<file path="config.mk">
export PLATFORM = sky130hd
export DESIGN_NAME = ram_rd_check
export DESIGN_NICKNAME = d
export VERILOG_FILES = /design/src/rtl/ram_rd_check.sv
export SDC_FILE = /design/constraint.sdc
export NUM_CORES = 1
export LEC_CHECK = 0
export ABC_AREA = 1
export BUFFER_PORTS_ARGS = -buffer_cell sky130_fd_sc_hd__buf_2
export CAP_MARGIN = 20
export CORE_ASPECT_RATIO = 0.6
export CORE_UTILIZATION = 55
export DETAILED_ROUTE_END_ITERATION = 6
export PLACE_DENSITY = 0.87
export SLEW_MARGIN = 40
export SYNTH_ARGS = -nofsm -noshare
export SYNTH_HDL_FRONTEND = slang
export SYNTH_SLANG_ARGS = --single-unit
</file>
<file path="constraint.sdc">
create_clock -name clk -period 3.1 [get_ports clk]
set_input_delay 0.775 -clock clk [delete_from_list [all_inputs] [get_ports clk]]
set_output_delay 0.775 -clock clk [all_outputs]
set_load 0.01 [all_outputs]
</file>
<file path="src/rtl/ram_rd_check.sv">
// rtl/ram_rd_check.sv - port-B read sweep checker for the dual-port RAM test path
module ram_rd_check #(
  parameter int ADDR_W = 7,
  parameter int DATA_W = 8,
  parameter int DEPTH  = 128,
  parameter int RD_LAT = 1
) (
  input  logic              clk,
  input  logic              rst_n,
  input  logic              start,
  input  logic [DATA_W-1:0] seed,
  output logic              ram_en_b,
  output logic [ADDR_W-1:0] ram_addr_b,
  input  logic [DATA_W-1:0] ram_rd_data,
  output logic              busy,
  output logic              done,
  output logic              pass,
  output logic [ADDR_W:0]   err_cnt,
  output logic [ADDR_W-1:0] first_err_addr
);

  typedef enum logic [1:0] {S_IDLE, S_READ, S_DRAIN, S_DONE} state_t;

  localparam int DW = (RD_LAT > 1) ? $clog2(RD_LAT) : 1;
  localparam logic [ADDR_W-1:0] LAST_ADDR  = ADDR_W'(DEPTH - 1);
  localparam logic [DW-1:0]     DRAIN_LAST = DW'(RD_LAT - 1);

  state_t                         r_state, w_state_nxt;
  logic [DATA_W-1:0]              r_seed;
  logic                           r_en;
  logic [ADDR_W-1:0]              r_addr;
  logic                           r_busy, r_done, r_pass, r_first_seen;
  logic [ADDR_W:0]                r_err;
  logic [ADDR_W-1:0]              r_first;
  logic [DW-1:0]                  r_drain_cnt;
  logic [RD_LAT-1:0]              r_pv;
  logic [RD_LAT-1:0][ADDR_W-1:0]  r_pa;

  logic [ADDR_W-1:0]        w_cmp_addr;
  logic [DATA_W+ADDR_W-1:0] w_addr_ext;
  logic [DATA_W-1:0]        w_exp;
  logic                     w_mis;
  logic [ADDR_W:0]          w_err_nxt;

  assign ram_en_b       = r_en;
  assign ram_addr_b     = r_addr;
  assign busy           = r_busy;
  assign done           = r_done;
  assign pass           = r_pass;
  assign err_cnt        = r_err;
  assign first_err_addr = r_first;

  // The oldest pipe stage lines up with the word now on ram_rd_data.
  assign w_cmp_addr = r_pa[RD_LAT-1];
  assign w_addr_ext = {{DATA_W{1'b0}}, w_cmp_addr};
  assign w_exp      = w_addr_ext[DATA_W-1:0] + r_seed;
  assign w_mis      = r_pv[RD_LAT-1] && (ram_rd_data != w_exp);
  assign w_err_nxt  = (w_mis && !(&r_err)) ? r_err + (ADDR_W+1)'(1) : r_err;

  always_ff @(posedge clk or negedge rst_n) begin
    if (!rst_n) r_state <= S_IDLE;
    else        r_state <= w_state_nxt;
  end

  always_comb begin
    w_state_nxt = r_state;
    case (r_state)
      S_IDLE:  if (start) w_state_nxt = S_READ;
      S_READ:  if (r_addr == LAST_ADDR) w_state_nxt = S_DRAIN;
      S_DRAIN: if (r_drain_cnt == DRAIN_LAST) w_state_nxt = S_DONE;
      S_DONE:  w_state_nxt = S_IDLE;
      default: w_state_nxt = S_IDLE;
    endcase
  end

  always_ff @(posedge clk or negedge rst_n) begin
    if (!rst_n) begin
      r_seed       <= '0;
      r_en         <= 1'b0;
      r_addr       <= '0;
      r_busy       <= 1'b0;
      r_done       <= 1'b0;
      r_pass       <= 1'b0;
      r_first_seen <= 1'b0;
      r_err        <= '0;
      r_first      <= '0;
      r_drain_cnt  <= '0;
      r_pv         <= '0;
      r_pa         <= '0;
    end else begin
      r_pv[0] <= r_en;
      r_pa[0] <= r_addr;
      for (int i = 1; i < RD_LAT; i++) begin
        r_pv[i] <= r_pv[i-1];
        r_pa[i] <= r_pa[i-1];
      end
      r_done <= (w_state_nxt == S_DONE);

      case (r_state)
        S_IDLE: begin
          if (start) begin
            r_seed       <= seed;
            r_err        <= '0;
            r_pass       <= 1'b0;
            r_first      <= '0;
            r_first_seen <= 1'b0;
            r_busy       <= 1'b1;
            r_en         <= 1'b1;
            r_addr       <= '0;
          end
        end
        S_READ: begin
          if (r_addr == LAST_ADDR) begin
            r_en   <= 1'b0;
            r_addr <= '0;
          end else begin
            r_addr <= r_addr + ADDR_W'(1);
          end
        end
        S_DRAIN: r_drain_cnt <= (r_drain_cnt == DRAIN_LAST) ? '0 : r_drain_cnt + DW'(1);
        S_DONE:  r_busy <= 1'b0;
        default: ;
      endcase

      // Compares run only while a sweep is active so the start-time clear is not overwritten.
      if (r_state != S_IDLE) begin
        r_err <= w_err_nxt;
        if (w_mis && !r_first_seen) begin
          r_first      <= w_cmp_addr;
          r_first_seen <= 1'b1;
        end
      end
      if (r_state == S_DRAIN && w_state_nxt == S_DONE)
        r_pass <= (w_err_nxt == '0);
    end
  end

endmodule

</file>
# ---- Word-level counts from Yosys, hierarchy flattened
# Cells that the tools add are included.
dict set report totals {
  ff_bits 46
  latchBits 0
  mem_bits_rw 0
  romBits 0
  output_inout_bits 26
  wordCells 74
  n_memories 0
}
dict set report op_classes {
  add_sub_neg 4
  mul 0
  div 0
  n_lt_le_gt_ge 0
  n_eq_ne 8
  n_shift 0
  n_mux 27
  bitwise 0
  reduce_logical 22
}
# op n
set op_table {}
lappend op_table {{$mux 7} 6}
lappend op_table {{$mux 8} 4}
lappend op_table {{$pmux 7 s2} 1}
lappend op_table {{$reduce_bool 2->1} 7}
lappend op_table {{$mux 1} 10}
lappend op_table {{$reduce_and 2->1} 5}
lappend op_table {{$add 7x8->8} 1}
lappend op_table {{$add 8x1->8 const B} 1}
lappend op_table {{$logic_not 8->1} 1}
lappend op_table {{$ne 8x8->1} 1}
lappend op_table {{$pmux 2 s4} 1}
lappend op_table {{$reduce_and 8->1} 1}
lappend op_table {{$add 7x1->7 const B} 1}
lappend op_table {{$eq 7x7->1 const B} 1}
lappend op_table {{$eq 2x2->1 const B} 3}
lappend op_table {{$mux 2} 3}
lappend op_table {{$logic_and 1x1->1} 4}
lappend op_table {{$ne 2x2->1 const B} 2}
lappend op_table {{$pmux 1 s2} 2}
lappend op_table {{$reduce_and 3->1} 1}
lappend op_table {{$eq 2x1->1 const B} 1}
lappend op_table {{$logic_not 1->1} 2}
lappend op_table {{$logic_not 2->1} 1}
lappend op_table {{$add 1x1->1 const B} 1}

# ---- Logic depth before layout (Yosys ltp)
# Gate-level depths: netlist (run 1).
dict set report depth {
  ltp_word 7
  mapped_depth 18
  depth_no_buf 18
}

# ---- Worst setup path before layout (run 1)
# No wires, ideal clock.
dict set report synth_path {
  path_type {reg-to-reg}
  startpoint {register r_seed[0]}
  endpoint {register r_pass (netlist: pass)}
  setup_ns 0.065
  t_arrival_ns 2.170
  setup_slack_ns 0.865
  path_stages_with_launch 15
  cell_sequence {dfrtp_1 ha_1 fa_1 xnor2_1 xor2_1 nand2_1 nor2_1 nand3_4 nand3_4 nand2_1 nand2_1 nand3_1 nor2_1 nand2_1 nand2_1}
}
dict set report synth_between {
  elab_chain_cells 7
}
# item line
set synth_lines {}
lappend synth_lines {{start: declaration} 29} ;# logic [DATA_W-1:0] r_seed;
lappend synth_lines {{start signal: assignment} 78} ;# r_seed <= '0;
lappend synth_lines {{start signal: assignment} 102} ;# r_seed <= seed;
lappend synth_lines {{$add 7x8->8} 56} ;# assign w_exp = w_addr_ext[DATA_W-1:0] + r_seed;
lappend synth_lines {{$ne 8x8->1} 57} ;# assign w_mis = r_pv[RD_LAT-1] && (ram_rd_data != w_exp);
lappend synth_lines {{$logic_and 1x1->1} 57}
lappend synth_lines {{$logic_and 1x1->1} 58} ;# assign w_err_nxt = (w_mis && !(&r_err)) ? r_err + (ADDR_W+1)'(1) : r_err;
lappend synth_lines {{$mux 8} 58}
lappend synth_lines {{$logic_not 8->1} 134} ;# r_pass <= (w_err_nxt == '0);
lappend synth_lines {{$mux 1} 133} ;# if (r_state == S_DRAIN && w_state_nxt == S_DONE)
lappend synth_lines {{end signal: assignment} 134}
lappend synth_lines {{end: declaration} 32} ;# logic r_busy, r_done, r_pass, r_first_seen;
# Every way passes these cells.
# A chain may end at the register's enable or synchronous reset.

# ---- Worst setup path in the final report (run 1)
# Same ends and word-level chain as after synthesis.

==> out/metrics.csv, run 1 <==
stage;metric;value;unit
critical_path;cp.required;3340;ps
die;die_x;88.0;um
sta;tns;0;ps
critical_path;r2r-start;r_seed[0]$_DFFE_PN0P_;
sta;final-hold-violation-count;0;
cts;max-clock-path-buffers;2;
global_routing;grtUsageMet3;0.0491;
cts;cts_tree;yes;
die;coreArea;4190;sq um
logic_synthesis;yosysWarningCount;0;
global_routing;grtUsageMet1;0.397;
global_routing;grt_pass1_wl;9190;um
placement;globalplace.congestion;0.948;
sta;setup_viol;0;
global_routing;grt-busiest-layer;met1;
min_path;holdPathEnd;r_pa[4]$_DFF_PN0_;
critical_path;cp_max_fo;10;
sta;finalCriticalPeriod;2510;ps
global_routing;antenna_found_initial;0;
routing;post_drt_wl_per_cell;13.6;um
routing;postRouteAntennaNets;0;
critical_path;critical_path_class;flip-flop to flip-flop;
critical_path;end_kind;flip-flop;
critical_path;rr_endpoint;pass$_DFFE_PN0P_;
sta;clock_skew;7.17;ps
routing;initialDrtViolationCount;205;
global_routing;grt_max_degree;46;
flow_run;drv_cap;0;
critical_path;ff2ff_path_depth;14;
critical_path;start_kind;flip-flop;
finish;final_nets;380;
min_path;hold_start;ram_addr_b[4]$_DFFE_PN0P_;
cts;cts_made_buffers;5;
logic_synthesis;syn_inst;303;
min_path;min_delay_path_depth;0;
die;start_util;0.583;
finish;layout-drive-gt1-share;0.182;
status;outcome;finished clean;
critical_path;ff2ff_setup_slack;590;ps
cts;clk_pin_slew;90;ps
cts;cts_setup_buffers;0;
sta;max_freq;398;MHz
cts;cts_hold_buf;0;
finish;fin_util;0.671;
finish;seqCellArea;1130;sq um
finish;n_antenna_cell;0;
global_routing;grtUsageMet2;0.394;
sta;tightest_slew;585;ps
global_routing;grt_pass1_vias;1942;
global_routing;grt-ovfl-total;0;
die;die-area;4720;sq um
sta;slew_viol_final;0;
finish;final_cell_count_no_fill;412;
routing;dr.pass1.iters;4;
cts;cts.sinks;45;
logic_synthesis;yosysUniqueCellTypes;27;
die;ios;45;
power_and_ir_drop;ir_drop;0.000267;V
routing;viasPerCell;5.31;
finish;area_growth;15.2;%
die;rows;18;
logic_synthesis;async_flop_share;1.00;
routing;drcViolationCount;0;
cts;cts_max_level;2;
placement;dpl.hpwl;4090;um
logic_synthesis;ys_seq_area_frac;0.461;
logic_synthesis;avgSynthCellArea;8.06;sq um
routing;drt-total-wl;5580;um
global_routing;track_usage;0.263;
routing;vias;2186;
placement;placedCellCount;404;
cts;clock_latency;290;ps
logic_synthesis;synth_fp_nets;332;
finish;n_fill_cell;362;
finish;multi_input_area;1100;sq um
sta;max-slew-margin-rel;0.608;
cts;cts_resized;0;
power_and_ir_drop;power.leakage;1.54;nW
cts;cts_root_buffer;clkbuf_8;
power_and_ir_drop;p_per_area;587;nW/um^2
logic_synthesis;ys.flop_type;dfrtp_1;
die;die_y;53.6;um
sta;min_period_over_period;0.811;
min_path;worstHoldPathType;flip-flop to flip-flop;
sta;rsz0062_at_grt;no;
logic_synthesis;synth-seq-cells;45;
logic_synthesis;synth_edf_count;0;
critical_path;crit_arrival;2750;ps
logic_synthesis;syn_area;2440;sq um
placement;portBuffers;44;
cell families after synthesis:
family / count (synthesis) / share of synthesized area
AOI/OAI and AO/OA: 33 / 0.0804
xor gates and xnor gates: 16 / 0.0574
adders and majority gates: 10 / 0.0543
buffers and inverters: 58 / 0.0902
DFF: 45 / 0.461
and+or+nand+nor: 141 / 0.257
layout by cell type, fill, tap and decap left out:
cell type / n
inv_2: 6
o21ai_1: 4
clkinv_1: 2
ha_1: 9
fa_1: 1
buf_4: 2
buf_2: 43
a32o_1: 2
inv_1: 46
clkbuf_1: 1
nand2_1: 83
nor3_1: 4
nand2_2: 1
o21ai_0: 13
dfrtp_1: 45
a21oi_4: 1
o22ai_1: 8
clkinv_2: 2
nor2_1: 18
nand3_4: 2
or2_2: 1
xnor2_1: 3
clkbuf_8: 5
nand4_1: 8
nand3b_1: 1
nand3_1: 22
xor2_1: 13
nand4_2: 1
a21oi_1: 5
metal layers:
| layer | part of all wire | vias up |
|---|---|---|
| li1 | - | 1062 |
| met1 | 0.50 | 1023 |
| met2 | 0.41 | 95 |
| met3 | 0.072 | 6 |
| met4 | 0.012 | 0 |
| met5 | 0 | - |
state kept, by name (all words and copies together) (netlist names):
signal,flops
ram_addr_b,7
r_pv,1
err_cnt,8
ram_en_b,1
r_state,2
pass,1
first_err_addr,7
r_first_seen,1
r_seed,8
done,1
r_pa,7
busy,1
synthesized netlist by cell type (2+ instances only):
| cell | count | area (sq um) |
|---|---|---|
| a21oi_1 | 5 | 25.0 |
| a32o_1 | 2 | 20.0 |
| buf_2 | 2 | 10.0 |
| clkinv_1 | 2 | 7.51 |
| dfrtp_1 | 45 | 1130 |
| ha_1 | 9 | 113 |
| inv_1 | 46 | 173 |
| inv_2 | 6 | 22.5 |
| nand2_1 | 83 | 312 |
| nand3_1 | 22 | 110 |
| nand3_4 | 2 | 35.0 |
| nand4_1 | 8 | 50.1 |
| nor2_1 | 18 | 67.6 |
| nor3_1 | 4 | 20.0 |
| o21ai_0 | 13 | 65.1 |
| o21ai_1 | 4 | 20.0 |
| o22ai_1 | 8 | 50.1 |
| xnor2_1 | 3 | 26.3 |
| xor2_1 | 13 | 114 |
critical path, cell delays in order (launching register included):
cell	delay, ps
dfrtp_1	410
ha_1	260
fa_1	430
xnor2_1	200
xor2_1	160
nand2_1	60
nor2_1	180
nand3_4	180
nand3_4	140
nand2_1	70
nand2_1	90
nand3_1	70
nor2_1	100
nand2_1	50
nand2_1	50
report_power, final:
| part | internal, mW | switching (mW) |
|---|---|---|
| Sequential | 0.668 | 0.0741 |
| Combinational | 0.222 | 0.340 |
| Clock | 0.156 | 0.190 |
how the worst max path moves through the flow:
stage                                     start                     endpoint  slack [ps]
final                     r_seed[0]$_DFFE_PN0P_             pass$_DFFE_PN0P_         590
after global routing      r_seed[0]$_DFFE_PN0P_             pass$_DFFE_PN0P_         380
after CTS                 r_seed[0]$_DFFE_PN0P_             pass$_DFFE_PN0P_         600
after detailed placement  r_seed[0]$_DFFE_PN0P_  first_err_addr[0]$_DFF_PN0_         660
after global placement    r_seed[0]$_DFFE_PN0P_             pass$_DFFE_PN0P_         750
after floorplan           r_seed[0]$_DFFE_PN0P_             pass$_DFFE_PN0P_         870
metrics by stage:
step / hold WS (ps) / worst slack, ps / instance area (sq um) / power (mW)
5_1_grt: 437 / 380 / 2810 / 1.76
4_1_cts: 427 / 602 / 2810 / 1.64
2_1_floorplan: 429 / 865 / 2440 / 1.11
6_report: 425 / 587 / 2810 / 1.65
3_3_place_gp: 391 / 753 / 2730 / 1.28
3_5_place_dp: 407 / 659 / 2730 / 1.29
layout make-up:
cell class	count	area share
sequential	45	0.400
multi-input combinational	200	0.390
timing repair buffer	45	0.0819
inverter	54	0.0721
tap	60	0.0267
clock buffer	6	0.0258
clock inverter	2	0.00356
No activity file was read; power rests on OpenSTA's default activity.
==> run 2, diff against run 1 <==
CORE_UTILIZATION = 50   (was 55)
PLACE_DENSITY = 0.84   (was 0.87)
clock period = 2.3 ns   (was 3.1 ns; I/O delays follow)
==> run 2 against run 1 <==
Compared with the run above:
- the flow now finishes with violations (negative setup slack)
- largest cell class is now multi-input combinational cells
- count of clock-buffer cells in the layout is 1 lower
- worst hold slack got worse by 240 ps
- setup slack lost 720 ps
==> out/metrics.csv, run 2 (same netlist as run 1, synthesis figures left out) <==
stage;metric;value;unit
cts;cts_root_buffer;clkbuf_8;
cts;cts_max_level;2;
global_routing;antenna_found_initial;0;
die;coreArea;4640;sq um
cts;cts_tree;yes;
critical_path;crit_path_frequent_cell;nand2_1;
sta;clock_skew;11.6;ps
finish;final_cell_mix;nand2_1 (75), inv_1 (46), dfrtp_1 (45);
flow_run;drv_cap;0;
critical_path;ff2ff_setup_slack;-130;ps
routing;vias;2251;
routing;postRouteAntennaNets;0;
finish;final_nets;388;
routing;post_drt_wl_per_cell;14.7;um
die;die-area;5180;sq um
power_and_ir_drop;p_comb_frac;0.366;
sta;min_period_over_period;1.06;
die;start_util;0.527;
sta;setup_viol;8;
critical_path;crit_arrival;2690;ps
die;die_y;56.1;um
finish;mostFrequentLayoutCell;nand2_1;
die;rows;19;
finish;layout-drive-gt1-share;0.242;
global_routing;grt_max_degree;29;
power_and_ir_drop;power.leakage;1.58;nW
status;outcome;finished, violations left;
power_and_ir_drop;ir_drop;0.000492;V
sta;max_freq;411;MHz
routing;viasPerCell;5.32;
critical_path;worstPathCellList;ha_2, fa_2, xnor2_2, xor2_1, nand2_1, nor2_4, nand3_2, nand4_1, nand2_1, nor3_1, nand2_1, nand2_1;
cts;clk_pin_slew;100;ps
critical_path;cp_slowest_stage_delay;390;ps
sta;setup_ws;-131;ps
sta;tns;-240;ps
die;die_x;92.2;um
critical_path;critical_path_class;flip-flop to flip-flop;
power_and_ir_drop;power;2.39;mW
finish;n_fill_cell;397;
placement;portBuffers;44;
routing;initialDrtViolationCount;201;
critical_path;cp_slowest_cell;dfrtp_1;
global_routing;grt_pass1_wl;9870;um
critical_path;end_kind;flip-flop;
sta;final-hold-violation-count;0;
global_routing;track_usage;0.253;
sta;slew_viol_final;0;
critical_path;start_kind;flip-flop;
routing;drcViolationCount;0;
finish;seqCellArea;1130;sq um
cts;clock_latency;310;ps
sta;max-slew-margin-rel;0.645;
placement;globalplace.congestion;0.887;
power_and_ir_drop;seq_power_share;0.419;
power_and_ir_drop;power_frac_clock;0.215;
power_and_ir_drop;p_per_area;809;nW/um^2
power_and_ir_drop;p_switching;916;uW
critical_path;cp.required;2560;ps
cts;cts_made_buffers;5;
finish;fin_util;0.639;
die;ios;45;
power_and_ir_drop;swShare;0.383;
cts;cts.sinks;45;
sta;rsz0062_at_grt;yes;
placement;dp_slack;-187;ps
status;violations;negative setup slack;
critical_path;cp_max_fo;5;
power_and_ir_drop;p_int;1.48;mW
finish;n_antenna_cell;0;
sta;tightest_slew;530;ps
cts;max-clock-path-buffers;2;
global_routing;grt-ovfl-total;0;
finish;area_growth;21.2;%
min_path;worstHoldPathType;primary input to asynchronous set/reset pin;
routing;dr.pass1.iters;5;
finish;multi_input_area;1170;sq um
global_routing;grt_pass1_vias;2049;
sta;finalCriticalPeriod;2430;ps
routing;drt-total-wl;6240;um
placement;dpl.hpwl;4390;um
## run 2: changes by cell type in the layout (fill, tap and decap cells not counted), sizes merged
cell and delta:
buf +7, clkbuf -1, clkinv -1, clkinvlp +1, inv +1, nand3 +1
## run 2: what timing repair did
action | CTS | global route
setup buffers | 2 | 1
setup endpoints to repair | 17 | 17
pin swaps | 8 | 7
resized for setup | 13 | 6
cloned | 1 | 0
hold buffers | 0 | 0
## run 2: power groups by stage
| stage | registers (mW) | logic [mW] | clock network (mW) |
|---|---|---|---|
| floorplan | 1.04 | 0.456 | 0 |
| global placement | 1.01 | 0.754 | 0 |
| detailed placement | 1.01 | 0.766 | 0 |
| CTS | 0.999 | 0.833 | 0.511 |
| global route | 1.02 | 0.955 | 0.547 |
| finish | 1.00 | 0.875 | 0.515 |
## run 2: path summary, 6_finish.rpt
| kind | from | end | cells after the start |
|---|---|---|---|
| worst max-delay path | r_pa[0]$_DFF_PN0_ | pass$_DFFE_PN0P_ | 12 |
| worst min-delay path | rst_n | err_cnt[1]$_DFFE_PN0P_ | 1 |
| worst max register to register | r_pa[0]$_DFF_PN0_ | pass$_DFFE_PN0P_ | 12 |
| worst min register to register | ram_addr_b[4]$_DFFE_PN0P_ | r_pa[4]$_DFF_PN0_ | 0 |
| max in group asynchronous | rst_n | ram_addr_b[2]$_DFFE_PN0P_ | 2 |
| min in group clk | ram_addr_b[4]$_DFFE_PN0P_ | r_pa[4]$_DFF_PN0_ | 0 |
## run 2: routing by layer
layer | GRT usage | up-vias | wire (um)
met5 | 0 | - | 0
met4 | 0.0848 | 0 | 96
met3 | 0.0505 | 13 | 453
met2 | 0.378 | 108 | 2730
met1 | 0.368 | 1047 | 2950
li1 | - | 1083 | -
## run 2: metrics by stage
step                      instances  instance area, sq um  hold WS (ps)
after floorplan                 303                  2440           279
after global placement          411                  2770           392
after detailed placement        411                  2770           406
after CTS                       422                  2930           201
after global routing            423                  2960           215
final                           423                  2960           187
## run 2: cell type report
| type | instances | share of cell area |
|---|---|---|
| multi-input cells | 201 | 0.394 |
| flip-flops and latches | 45 | 0.380 |
| repair buffers | 52 | 0.100 |
| inverters | 54 | 0.0685 |
| well taps | 63 | 0.0266 |
| clock buffers | 5 | 0.0232 |
| clock inverters | 3 | 0.00719 |
## run 2: worst max-delay path: cells and delay by family (launching register included)
kind,cells,cell delay (ps)
adders and majority gates,2,590
DFF,1,390
xor gates and xnor gates,2,340
and+or+nand+nor,8,1060
==> run 3, diff against run 2 <==
CORE_UTILIZATION = 55   (was 50)
PLACE_DENSITY = 0.87   (was 0.84)
SKIP_CTS_REPAIR_TIMING = 1   (was unset)
clock period = 2.65 ns   (was 2.3 ns; I/O delays follow)
==> run 3 against run 2 <==
Compared with the run above:
- the run now ends clean
- die area shrank 8.8%
- clock skew shrank 2.9 ps
- setup slack gained 340 ps
- fmax shrank 0.30%
- final area shrank 3.8%
- final cell count shrank 2.1%
- global-route usage grew 1.6 points
- sequential power shrank 14%
- critical path depth grew 5
- routed wire length shrank 10%
==> out/metrics.csv, run 3 (same netlist as run 1, synthesis figures left out) <==
stage;metric;value;unit
critical_path;crit_arrival;2690;ps
placement;portBuffers;44;
sta;setup_viol;0;
sta;max-slew-margin-rel;0.642;
status;outcome;finished clean;
die;die_y;53.6;um
routing;drcViolationCount;0;
cts;clk_pin_slew;80;ps
finish;layout-drive-gt1-share;0.195;
finish;area_growth;16.6;%
critical_path;cp.required;2900;ps
routing;post_drt_wl_per_cell;13.6;um
routing;drt-total-wl;5610;um
cts;cts_max_level;2;
cts;cts_tree;yes;
routing;postRouteAntennaNets;0;
finish;final_nets;383;
finish;fin_util;0.680;
die;rows;18;
sta;max_freq;410;MHz
sta;clock_skew;8.66;ps
power_and_ir_drop;p_per_area;686;nW/um^2
critical_path;end_kind;flip-flop;
global_routing;antenna_found_initial;0;
global_routing;grt_pass1_vias;1974;
power_and_ir_drop;power.leakage;1.54;nW
finish;n_antenna_cell;0;
flow_run;drv_cap;0;
global_routing;grt_pass1_wl;9160;um
sta;min_period_over_period;0.920;
die;start_util;0.583;
die;ios;45;
critical_path;start_kind;flip-flop;
min_path;worstHoldPathType;primary input to asynchronous set/reset pin;
cts;cts_made_buffers;5;
routing;viasPerCell;5.30;
sta;setup_ws;212;ps
finish;n_fill_cell;352;
critical_path;critical_path_class;flip-flop to flip-flop;
cts;clock_latency;310;ps
power_and_ir_drop;ir_drop;0.000346;V
global_routing;grt-ovfl-total;0;
die;die-area;4720;sq um
die;die_x;88.0;um
sta;finalCriticalPeriod;2440;ps
sta;slew_viol_final;0;
placement;dpl.hpwl;4250;um
cts;cts.sinks;45;
die;coreArea;4190;sq um
routing;vias;2194;
sta;final-hold-violation-count;0;
cts;cts_root_buffer;clkbuf_8;
finish;final_area;2850;sq um
routing;initialDrtViolationCount;173;
finish;final_cell_mix;nand2_1 (83), inv_1 (46), dfrtp_1 (45);
placement;dp_slack;176;ps
placement;dpl_cell_area;2740;sq um
critical_path;cp_max_fo;8;
finish;mostFrequentLayoutCell;nand2_1;
placement;globalplace.congestion;0.913;
global_routing;grt_max_degree;28;
routing;dr.pass1.iters;5;
cts;max-clock-path-buffers;2;
global_routing;track_usage;0.269;
sta;tightest_slew;533;ps
run 3: changes by cell type in the layout (fill, tap and decap cells not counted), moves of 2 or more:
cell and delta:
nand2_1 +8, o21ai_1 -2, nand2_2 -8, o21ai_0 +2, buf_4 -3
run 3: where the power goes:
group          leakage [nW]  internal (mW)  switching [mW]
Clock                0.0433          0.206           0.228
Combinational         0.976          0.262           0.397
Sequential            0.522          0.781          0.0809
Total                  1.54           1.25           0.705
run 3: critical path, stage by stage, from the launching register on:
cell and delay, ps:
dfrtp_1 390, ha_1 230, fa_2 380, nand2_1 70, nand2_1 80, nand3_1 100
nand2_1 60, nand2_1 60, nand2_1 90, a21oi_4 180, nand3_4 140, nand3_4 140
nand2_1 80, nand2_1 90, nand3_1 80, nor2_1 110, nand2_1 60, nand2_1 60
run 3: area by class of cell:
class	instances	area, sq um	share of cell area
clock inverters	1	7.51	0.00264
inverters	54	203	0.0712
well taps	60	75.1	0.0264
clock buffers	6	82.6	0.0290
flip-flops and latches	45	1130	0.395
multi-input cells	201	1110	0.390
repair buffers	47	243	0.0852
run 3: through the flow:
| step | power, mW | hold WS [ps] | cells | TNS, ps |
|---|---|---|---|---|
| after floorplan | 1.30 | 367 | 303 | 0 |
| after global placement | 1.50 | 388 | 406 | 0 |
| after detailed placement | 1.51 | 390 | 406 | 0 |
| after CTS | 1.95 | 282 | 413 | 0 |
| after global routing | 2.10 | 294 | 414 | -16.6 |
| final | 1.95 | 268 | 414 | 0 |
run 3: path summary, 6_finish.rpt:
check	cells past startpoint	slack, ps	endpoint	start
setup / recovery	17	210	pass$_DFFE_PN0P_	r_seed[0]$_DFFE_PN0P_
hold / removal	1	270	err_cnt[1]$_DFFE_PN0P_	rst_n
setup reg to reg	17	210	pass$_DFFE_PN0P_	r_seed[0]$_DFFE_PN0P_
hold reg to reg	0	410	r_pa[5]$_DFF_PN0_	ram_addr_b[5]$_DFFE_PN0P_
max in group asynchronous	2	1690	r_seed[6]$_DFFE_PN0P_	rst_n
min in group clk	0	410	r_pa[5]$_DFF_PN0_	ram_addr_b[5]$_DFFE_PN0P_
run 3: layer usage:
metal	part of all wire	routed length, um	global-route usage
met1	0.47	2620	0.383
met2	0.41	2320	0.399
met3	0.11	590	0.0951
met4	0.015	82	0.0565
met5	0	0	0
